`config.mk`:
```
export PLATFORM = sky130hd
export DESIGN_NAME = pipeline_hazard_ctrl
export DESIGN_NICKNAME = d
export VERILOG_FILES = /design/src/rtl/pipe_ctrl_pkg.sv /design/src/rtl/pipe_perf_cnt.sv /design/src/rtl/pipeline_hazard_ctrl.sv
export SDC_FILE = /design/constraint.sdc
export NUM_CORES = 1
export LEC_CHECK = 0
export BUFFER_PORTS_ARGS = -buffer_cell sky130_fd_sc_hd__buf_2
export CAP_MARGIN = 40
export CORE_AREA = 2 2 39 41
export CTS_BUF_LIST = sky130_fd_sc_hd__clkbuf_2
export DETAILED_ROUTE_END_ITERATION = 10
export DIE_AREA = 0 0 41 43
export PLACE_DENSITY = 0.69
export SLEW_MARGIN = 5
export SYNTH_ARGS = -nofsm -noshare
export SYNTH_HDL_FRONTEND = slang
export SYNTH_SLANG_ARGS = --single-unit
```
`constraint.sdc`:
```
create_clock -name clk -period 2.4 [get_ports clk]
set_input_delay 0.36 -clock clk [delete_from_list [all_inputs] [get_ports clk]]
set_output_delay 0.36 -clock clk [all_outputs]
set_load 0.05 [all_outputs]
```
`src/rtl/pipe_ctrl_pkg.sv`:
```
// Shared types and constants for the pipeline hazard controller.
// Holds the sequencer state enum, the default register-index width and the x0 index.
package pipe_ctrl_pkg;

    localparam int unsigned REG_ADDR_W_DEF = 5;
    localparam int unsigned ZERO_REG       = 0;

    typedef enum logic [1:0] {
        RUN      = 2'd0,
        MEM_WAIT = 2'd1,
        HALTED   = 2'd2,
        STEP     = 2'd3
    } state_e;

endpackage

```
`src/rtl/pipe_perf_cnt.sv`:
```
// Saturating event counter with asynchronous active-high reset and no clear.
// Used for the optional pipeline performance counters (PIPE_CTRL_PERF_EN).
module pipe_perf_cnt #(
    parameter int unsigned CNT_W = 32
) (
    input  logic             clk,
    input  logic             arst,
    input  logic             inc,
    output logic [CNT_W-1:0] count
);

    logic [CNT_W-1:0] cnt_q;
    logic [CNT_W-1:0] cnt_d;

    always_comb begin
        cnt_d = cnt_q;
        if (inc && (cnt_q != '1)) begin
            cnt_d = cnt_q + CNT_W'(1);
        end
    end

    always_ff @(posedge clk or posedge arst) begin
        if (arst) begin
            cnt_q <= '0;
        end else begin
            cnt_q <= cnt_d;
        end
    end

    assign count = cnt_q;

endmodule

```
`src/rtl/pipeline_hazard_ctrl.sv`:
```
// Five-stage pipeline sequencer: stage enables/flushes, PC select, memory wait and debug halt/step.
// Optional performance counters (stall_cycles, flush_events) exist only with PIPE_CTRL_PERF_EN defined.
module pipeline_hazard_ctrl
    import pipe_ctrl_pkg::*;
#(
    parameter int unsigned REG_ADDR_W = REG_ADDR_W_DEF,
    parameter int unsigned CNT_W      = 32
) (
    input  logic                  clk,
    input  logic                  arst,
    input  logic [REG_ADDR_W-1:0] if_id_rs1,
    input  logic [REG_ADDR_W-1:0] if_id_rs2,
    input  logic                  id_ex_memread,
    input  logic [REG_ADDR_W-1:0] id_ex_rd,
    input  logic                  ex_mem_branch,
    input  logic                  ex_mem_zero,
    input  logic                  ex_mem_memread,
    input  logic                  ex_mem_memwrite,
    input  logic                  dmem_ready,
    input  logic                  dbg_halt_req,
    input  logic                  dbg_step,
    output logic                  dmem_req,
    output logic                  pc_en,
    output logic                  if_id_en,
    output logic                  id_ex_en,
    output logic                  ex_mem_en,
    output logic                  mem_wb_en,
    output logic                  if_id_flush,
    output logic                  id_ex_flush,
    output logic                  ex_mem_flush,
    output logic                  pc_sel,
    output logic                  dbg_halted
`ifdef PIPE_CTRL_PERF_EN
    ,
    output logic [CNT_W-1:0]      stall_cycles,
    output logic [CNT_W-1:0]      flush_events
`endif
);

    state_e state_q;
    state_e state_d;

    logic mem;
    logic blocked;
    logic taken;
    logic load_use;
    logic advance;

    assign mem      = ex_mem_memread | ex_mem_memwrite;
    assign blocked  = mem & ~dmem_ready;
    assign taken    = ex_mem_branch & ex_mem_zero;
    assign load_use = id_ex_memread
                    & (id_ex_rd != REG_ADDR_W'(ZERO_REG))
                    & ((id_ex_rd == if_id_rs1) | (id_ex_rd == if_id_rs2));

    always_ff @(posedge clk or posedge arst) begin
        if (arst) begin
            state_q <= RUN;
        end else begin
            state_q <= state_d;
        end
    end

    always_comb begin
        state_d = state_q;
        unique case (state_q)
            RUN: begin
                if (blocked) begin
                    state_d = MEM_WAIT;
                end else if (dbg_halt_req && !mem) begin
                    state_d = HALTED;
                end
            end
            MEM_WAIT: begin
                if (dmem_ready) begin
                    state_d = dbg_halt_req ? HALTED : RUN;
                end
            end
            HALTED: begin
                if (!dbg_halt_req) begin
                    state_d = RUN;
                end else if (dbg_step) begin
                    state_d = STEP;
                end
            end
            STEP: begin
                state_d = blocked ? MEM_WAIT : HALTED;
            end
            default: state_d = RUN;
        endcase
    end

    // A halt request in RUN freezes the cycle only when no access is in flight.
    always_comb begin
        advance = 1'b0;
        unique case (state_q)
            RUN:      advance = !blocked && !(dbg_halt_req && !mem);
            MEM_WAIT: advance = dmem_ready;
            STEP:     advance = !blocked;
            default:  advance = 1'b0;
        endcase
    end

    always_comb begin
        dmem_req     = 1'b0;
        pc_en        = 1'b0;
        if_id_en     = 1'b0;
        id_ex_en     = 1'b0;
        ex_mem_en    = 1'b0;
        mem_wb_en    = 1'b0;
        if_id_flush  = 1'b0;
        id_ex_flush  = 1'b0;
        ex_mem_flush = 1'b0;
        pc_sel       = 1'b0;
        if (!arst) begin
            dmem_req = mem && (state_q != HALTED);
            if (advance) begin
                id_ex_en  = 1'b1;
                ex_mem_en = 1'b1;
                mem_wb_en = 1'b1;
                if (taken) begin
                    pc_en        = 1'b1;
                    if_id_en     = 1'b1;
                    if_id_flush  = 1'b1;
                    id_ex_flush  = 1'b1;
                    ex_mem_flush = 1'b1;
                    pc_sel       = 1'b1;
                end else if (load_use) begin
                    id_ex_flush = 1'b1;
                end else begin
                    pc_en    = 1'b1;
                    if_id_en = 1'b1;
                end
            end
        end
    end

    assign dbg_halted = (state_q == HALTED);

`ifdef PIPE_CTRL_PERF_EN
    logic stall_inc;
    logic flush_inc;

    assign stall_inc = !arst && !pc_en && (state_q != HALTED);
    assign flush_inc = pc_sel;

    pipe_perf_cnt #(
        .CNT_W(CNT_W)
    ) u_stall_cnt (
        .clk   (clk),
        .arst  (arst),
        .inc   (stall_inc),
        .count (stall_cycles)
    );

    pipe_perf_cnt #(
        .CNT_W(CNT_W)
    ) u_flush_cnt (
        .clk   (clk),
        .arst  (arst),
        .inc   (flush_inc),
        .count (flush_events)
    );
`endif

endmodule
```
==> results.md, run 1 <==
* Max reg flops at 2
* Top cells by count, synth: xor2_1, inv_1, nor2_1
* Number of global-route vias before repair at 459
* Synth cell types at 21
* Hold-fix buffers, CTS at 0
* Max-cap violation count at 0
* DRT iter0 DRCs at 5
* RSZ-0062 raised after global routing: no
* Post-cts sizing count at 0
* First-pass GRT wire length at 1.51 mm
* DR WL/cell at 10.2 um
* TNS Setup at 0 ns
* H-tree depth at 1
* Port bufs at 35
* Status: completed
* Synth area leaders: xor2_1, dfrtp_1, ha_1
* Post-Syn Instances at 58
* Psw at 0.317 mW
* FF-to-FF End: state_q[1]$_DFFE_PP0P_
* Gp weighted congestion at 0.806
* WL final at 1.09 mm
* Sequential-to-total area share from yosys stat at 0.118
* Final Cycle Share at 0.923
* Pre-antenna DRT Iters at 2
* Area of the die at 1760 um^2
* DIE HEIGHT at 43 um
* Worst EP required at 2.04 ns
* Reg-to-Reg Start: state_q[0]$_DFFE_PP0P_
* CTS clk-pin slew, worst paths at 0.03 ns
* DIE WIDTH at 41 um
* Static leakage at 0.346 nW
* Diodes inserted at 0
* Post-synth top area share at 0.206
* DP HPWL at 952 um
* Top reg by flops: state_q
* Root buf cell: clkbuf_2
* Setup crit start kind: flop
* Combinational share of power at 0.783
* CTS tree: done
* CTS Buffer Depth at 2
* Post-DRT Antenna Nets at 0
* Maximum vdd ir drop at 0.000452 V
* Final max-slew violation count at 0
* Critical Path Fanout Max at 6
* Grt ovf at 0
* Num CTS Buffers at 3
* TritonCTS Sinks at 2
* Placed instance area at 586 um^2
* Endpoints failing setup at 0
* Pint at 0.222 mW
* #FFs+latches synth at 2
* Number of synthesized flops with an enable pin at 0
* Fraction of layout cells with a size suffix above 1 at 0.451
* Reg power frac at 0.121
* Most used DFF post-synth: dfrtp_1
* Area of the multi-input gates at 318 um^2
* Average size of a mapped cell at 7.33 um^2
* # Post-CTS Setup Buffers at 0
* Biggest regs: state_q x2
* Starting Density at 0.307
* Fillers at 156
* Mapped Area at 425 um^2
* Layout area overhead at 41.2%
* Top-count cell post-synth: xor2_1
* Power per Cell Area at 897 nW/um^2
* Hold Fails Final Rpt at 0
* Design Area, Final at 601 um^2
* Nets@finish at 122
* Register area at 50.0 um^2
* Vias per cell at 4.64
* Slew @ Worst Pin at 0.256 ns
* Cell Rows at 14
* Placed cell count at 104
* Max Clk Rate at 452 MHz
* Kind of end point of the critical path: primary output
* Clock group share of total power at 0.096
* Vias at 496
* Largest net degree at the start of global routing at 7
* Syn_nets at 87
* Skew final at 0.000858 ns
* Type of the worst min-delay path: primary input to asynchronous set/reset pin
* Total track usage at 0.126
* Residual DRC at 0
* Initial antenna violation count at 0
* Worst R2R Path Depth at 6
* Clk_lat worst skew at 0.19 ns
* Setup Crit Path Kind: flop to primary output
* Fin crit period at 2.21 ns
* Final core occ at 0.434
* Worst slew margin at 0.829
* Non-filler instance count after layout at 107
* Top cell type by total area after synthesis: xor2_1
* Worst reg2reg setup slack at 0.83 ns
* Synth warn at 0
* Critical path data arrival time at 1.85 ns
* Net Sw Frac at 0.588
* Core Box Area at 1380 um^2
* Io pins at 36
* Asr flop ratio synth at 1.00
how the worst max path moves through the flow:
stage	depth (start not counted)	from	to	slack [ns]
after global routing	6	state_q[0]$_DFFE_PP0P_	pc_en	0.07
after detailed placement	6	id_ex_rd[1]	pc_en	0.37
after CTS	6	state_q[0]$_DFFE_PP0P_	pc_en	0.17
after global placement	6	id_ex_rd[1]	pc_en	0.39
final	6	state_q[0]$_DFFE_PP0P_	pc_en	0.19
after floorplan	5	state_q[0]$_DFFE_PP0P_	id_ex_flush	-0.04
power groups by stage:
stage | logic [mW] | clock network [mW] | registers, mW
global placement | 0.419 | 0 | 0.0650
global route | 0.461 | 0.0565 | 0.0684
floorplan | 0.349 | 0 | 0.0630
finish | 0.422 | 0.0519 | 0.0649
detailed placement | 0.423 | 0 | 0.0657
CTS | 0.425 | 0.0576 | 0.0653
cell type report:
class,count,share of cell area
inverters,6,0.0375
flip-flops and latches,2,0.0833
well taps,16,0.0333
multi-input cells,45,0.529
repair buffers,35,0.292
clock buffers,3,0.0250
per-layer routing:
layer  vias to the layer above  track usage  wire [um]
li1                        258            -          -
met3                         2       0.0157        109
met5                         -            0          0
met2                        23        0.241        593
met1                       213       0.0962        369
met4                         0        0.107         14
critical path, cell delays in order, from the launching register on:
cell and delay, ns:
dfrtp_1 0.36, inv_1 0.09, ha_1 0.26, nor3b_1 0.28
nand2_1 0.15, o21ba_2 0.26, buf_2 0.26
per-stage QoR:
| step | hold WS, ns | worst slack [ns] | total power [mW] |
|---|---|---|---|
| after floorplan | 0.101 | -0.0448 | 0.412 |
| after global placement | 0.238 | 0.387 | 0.484 |
| after detailed placement | 0.241 | 0.372 | 0.489 |
| after CTS | 0.0234 | 0.174 | 0.548 |
| after global routing | 0.0539 | 0.0669 | 0.586 |
| final | 0.0396 | 0.186 | 0.539 |
cells by family after synthesis:
logic type / synth area share
buf+inv: 0.141
compound gates: 0.179
fa+ha+maj: 0.118
mux: 0.0500
flops: 0.118
xor+xnor: 0.206
simple gates: 0.188
placed cells by master (no fill, tap or decap), types with 2 or more instances in the layout:
cell	instances
dfrtp_1	2
buf_2	35
inv_1	6
nor2_1	5
clkbuf_2	3
o21ai_0	2
xor2_1	10
nor3_1	3
a21oi_1	3
o22ai_1	2
nand2_1	4
nor3b_1	2
ha_1	4
No activity file was read; power rests on OpenSTA's default activity.
==> run 2, diff against run 1 <==
Clock period 2.4 ns to 2.8 ns, I/O delays scaled along.
==> results.md, run 2 (synthesis results as in run 1) <==
* Status: completed (unchanged)
* Num CTS Buffers at 3 (unchanged)
* Residual DRC at 0 (unchanged)
* Commonest non-fill, non-tap cell in the layout: buf_2 (unchanged)
* TritonCTS Sinks at 2 (unchanged)
* Setup Crit Path Kind: flop to primary output (unchanged)
* Setup crit start kind: flop (unchanged)
* Post-DRT Antenna Nets at 0 (unchanged)
* Fin crit period at 2.28 ns
* Final max-slew violation count at 0 (unchanged)
* Clk_lat worst skew at 0.19 ns (about the same)
* GR Layer Usage met2 at 0.184 (was 0.241)
* Register area at 50.0 um^2 (unchanged)
* # Post-CTS Setup Buffers at 0 (unchanged)
* Cell Rows at 14 (unchanged)
* Met3 global-route usage at 0.0157 (unchanged)
* DIE HEIGHT at 43 um (unchanged)
* Hold-fix buffers, CTS at 0 (unchanged)
* Top reg by flops: state_q (unchanged)
* Maximum vdd ir drop at 0.000387 V (was 0.000452 V)
* Setup WS post-layout at 0.524 ns (was 0.186 ns)
* Post-Place Worst Slack at 0.661 ns (was 0.372 ns)
* Skew final at 0.00621 ns (was 0.000858 ns)
* Largest net degree at the start of global routing at 7 (unchanged)
* Max reg flops at 2 (unchanged)
* Vias per cell at 4.66 (was 4.64)
* TNS Setup at 0 ns (unchanged)
* Type of the worst min-delay path: primary input to asynchronous set/reset pin (unchanged)
* GRT busiest layer: met2 (unchanged)
* Kind of end point of the critical path: primary output (unchanged)
* Max Clk Rate at 439 MHz
* H-tree depth at 1 (unchanged)
* First-pass GRT wire length at 1.37 mm (was 1.51 mm)
* Biggest regs: state_q x2 (unchanged)
* Critical Path Fanout Max at 6 (unchanged)
* Critical path data arrival time at 1.86 ns (was 1.85 ns)
* Nets@finish at 122 (unchanged)
* Io pins at 36 (unchanged)
* Number of global-route vias before repair at 394 (was 459)
* Static leakage at 0.347 nW (was 0.346 nW)
* Initial antenna violation count at 0 (unchanged)
* Core Box Area at 1380 um^2 (unchanged)
* Area of the multi-input gates at 315 um^2 (was 318 um^2)
* DR WL/cell at 9.54 um (was 10.2 um)
* RSZ-0062 raised after global routing: no (unchanged)
* Power per Cell Area at 766 nW/um^2 (was 897 nW/um^2)
* DIE WIDTH at 41 um (unchanged)
* Max-cap violation count at 0 (unchanged)
* CTS tree: done (unchanged)
* Gp weighted congestion at 0.802 (was 0.806)
* CTS Buffer Depth at 2 (unchanged)
* Grt ovf at 0 (unchanged)
* Slew @ Worst Pin at 0.280 ns (was 0.256 ns)
* Area of the die at 1760 um^2 (unchanged)
* Fraction of layout cells with a size suffix above 1 at 0.440 (was 0.451)
* Final Cycle Share at 0.813
* DP HPWL at 864 um (was 952 um)
* CTS clk-pin slew, worst paths at 0.03 ns (about the same)
* Worst EP required at 2.38 ns (was 2.04 ns)
* Overall power at 0.458 mW (was 0.539 mW)
* WL final at 1.02 mm (was 1.09 mm)
* Fillers at 146 (was 156)
* Total track usage at 0.107 (was 0.126)
* Hold Fails Final Rpt at 0 (unchanged)
* Diodes inserted at 0 (unchanged)
* Commonest non-fill, non-tap cells in the layout: buf_2, xor2_1, nor2_1, inv_1 (was buf_2, xor2_1, inv_1)
* Pre-antenna DRT Iters at 4 (was 2)
* DRT iter0 DRCs at 8 (was 5)
* Port bufs at 35 (unchanged)
* Post-cts sizing count at 0 (unchanged)
* Vias at 499 (was 496)
* Starting Density at 0.307 (unchanged)
* Root buf cell: clkbuf_2 (unchanged)
* Worst slew margin at 0.813 (was 0.829)
* Endpoints failing setup at 0 (unchanged)
* Met1 usage at 0.125 (was 0.0962)
* Layout area overhead at 40.6% (was 41.2%)
[run 2: cell count changes in the layout (fill, tap and decap cells not counted)]
cell / before / now
nor2_1: 5 / 6
nor2_2: 1 / 0
[run 2: final timing paths]
kind	end	from	slack [ns]	depth (start not counted)
setup / recovery	pc_en	state_q[0]$_DFFE_PP0P_	0.52	6
hold / removal	state_q[0]$_DFFE_PP0P_	arst	0.1	2
setup reg to reg	state_q[1]$_DFFE_PP0P_	state_q[0]$_DFFE_PP0P_	1.21	6
hold reg to reg	state_q[1]$_DFFE_PP0P_	state_q[1]$_DFFE_PP0P_	0.58	1
max in group asynchronous	state_q[1]$_DFFE_PP0P_	arst	2.58	2
min in group clk	state_q[1]$_DFFE_PP0P_	state_q[1]$_DFFE_PP0P_	0.58	1
[run 2: per-stage QoR]
step                hold slack (ns)  utilization  cell area, um^2  instances
finish                       0.0997        0.432              598        107
global route                  0.101        0.432              598        107
CTS                          0.0894        0.432              598        107
detailed placement            0.296        0.421              583        104
global placement              0.295        0.421              583        104
floorplan                     0.161            -              425         58
[run 2: metal layers]
layer,wire length [um],up-vias
met2,461,27
met4,0,0
met1,429,214
met5,0,-
met3,130,0
li1,-,258
[run 2: worst max-delay path, cell delays in order (launching register included)]
cell and delay [ns]:
dfrtp_1 0.37, inv_1 0.09, ha_1 0.27, nor3b_1 0.27, nand2_1 0.14, o21ba_2 0.26
buf_2 0.26
[run 2: layout make-up]
class / count / area share
Inverter: 6 / 0.0377
Multi-Input combinational cell: 45 / 0.527
Sequential cell: 2 / 0.0837
Tap cell: 16 / 0.0335
Clock buffer: 3 / 0.0251
Timing Repair Buffer: 35 / 0.293
[run 2: report_power, final]
group          internal, mW  switching, mW  leakage [nW]
combinational         0.117          0.239         0.310
clock                0.0284         0.0152        0.0125
sequential           0.0440         0.0134        0.0245
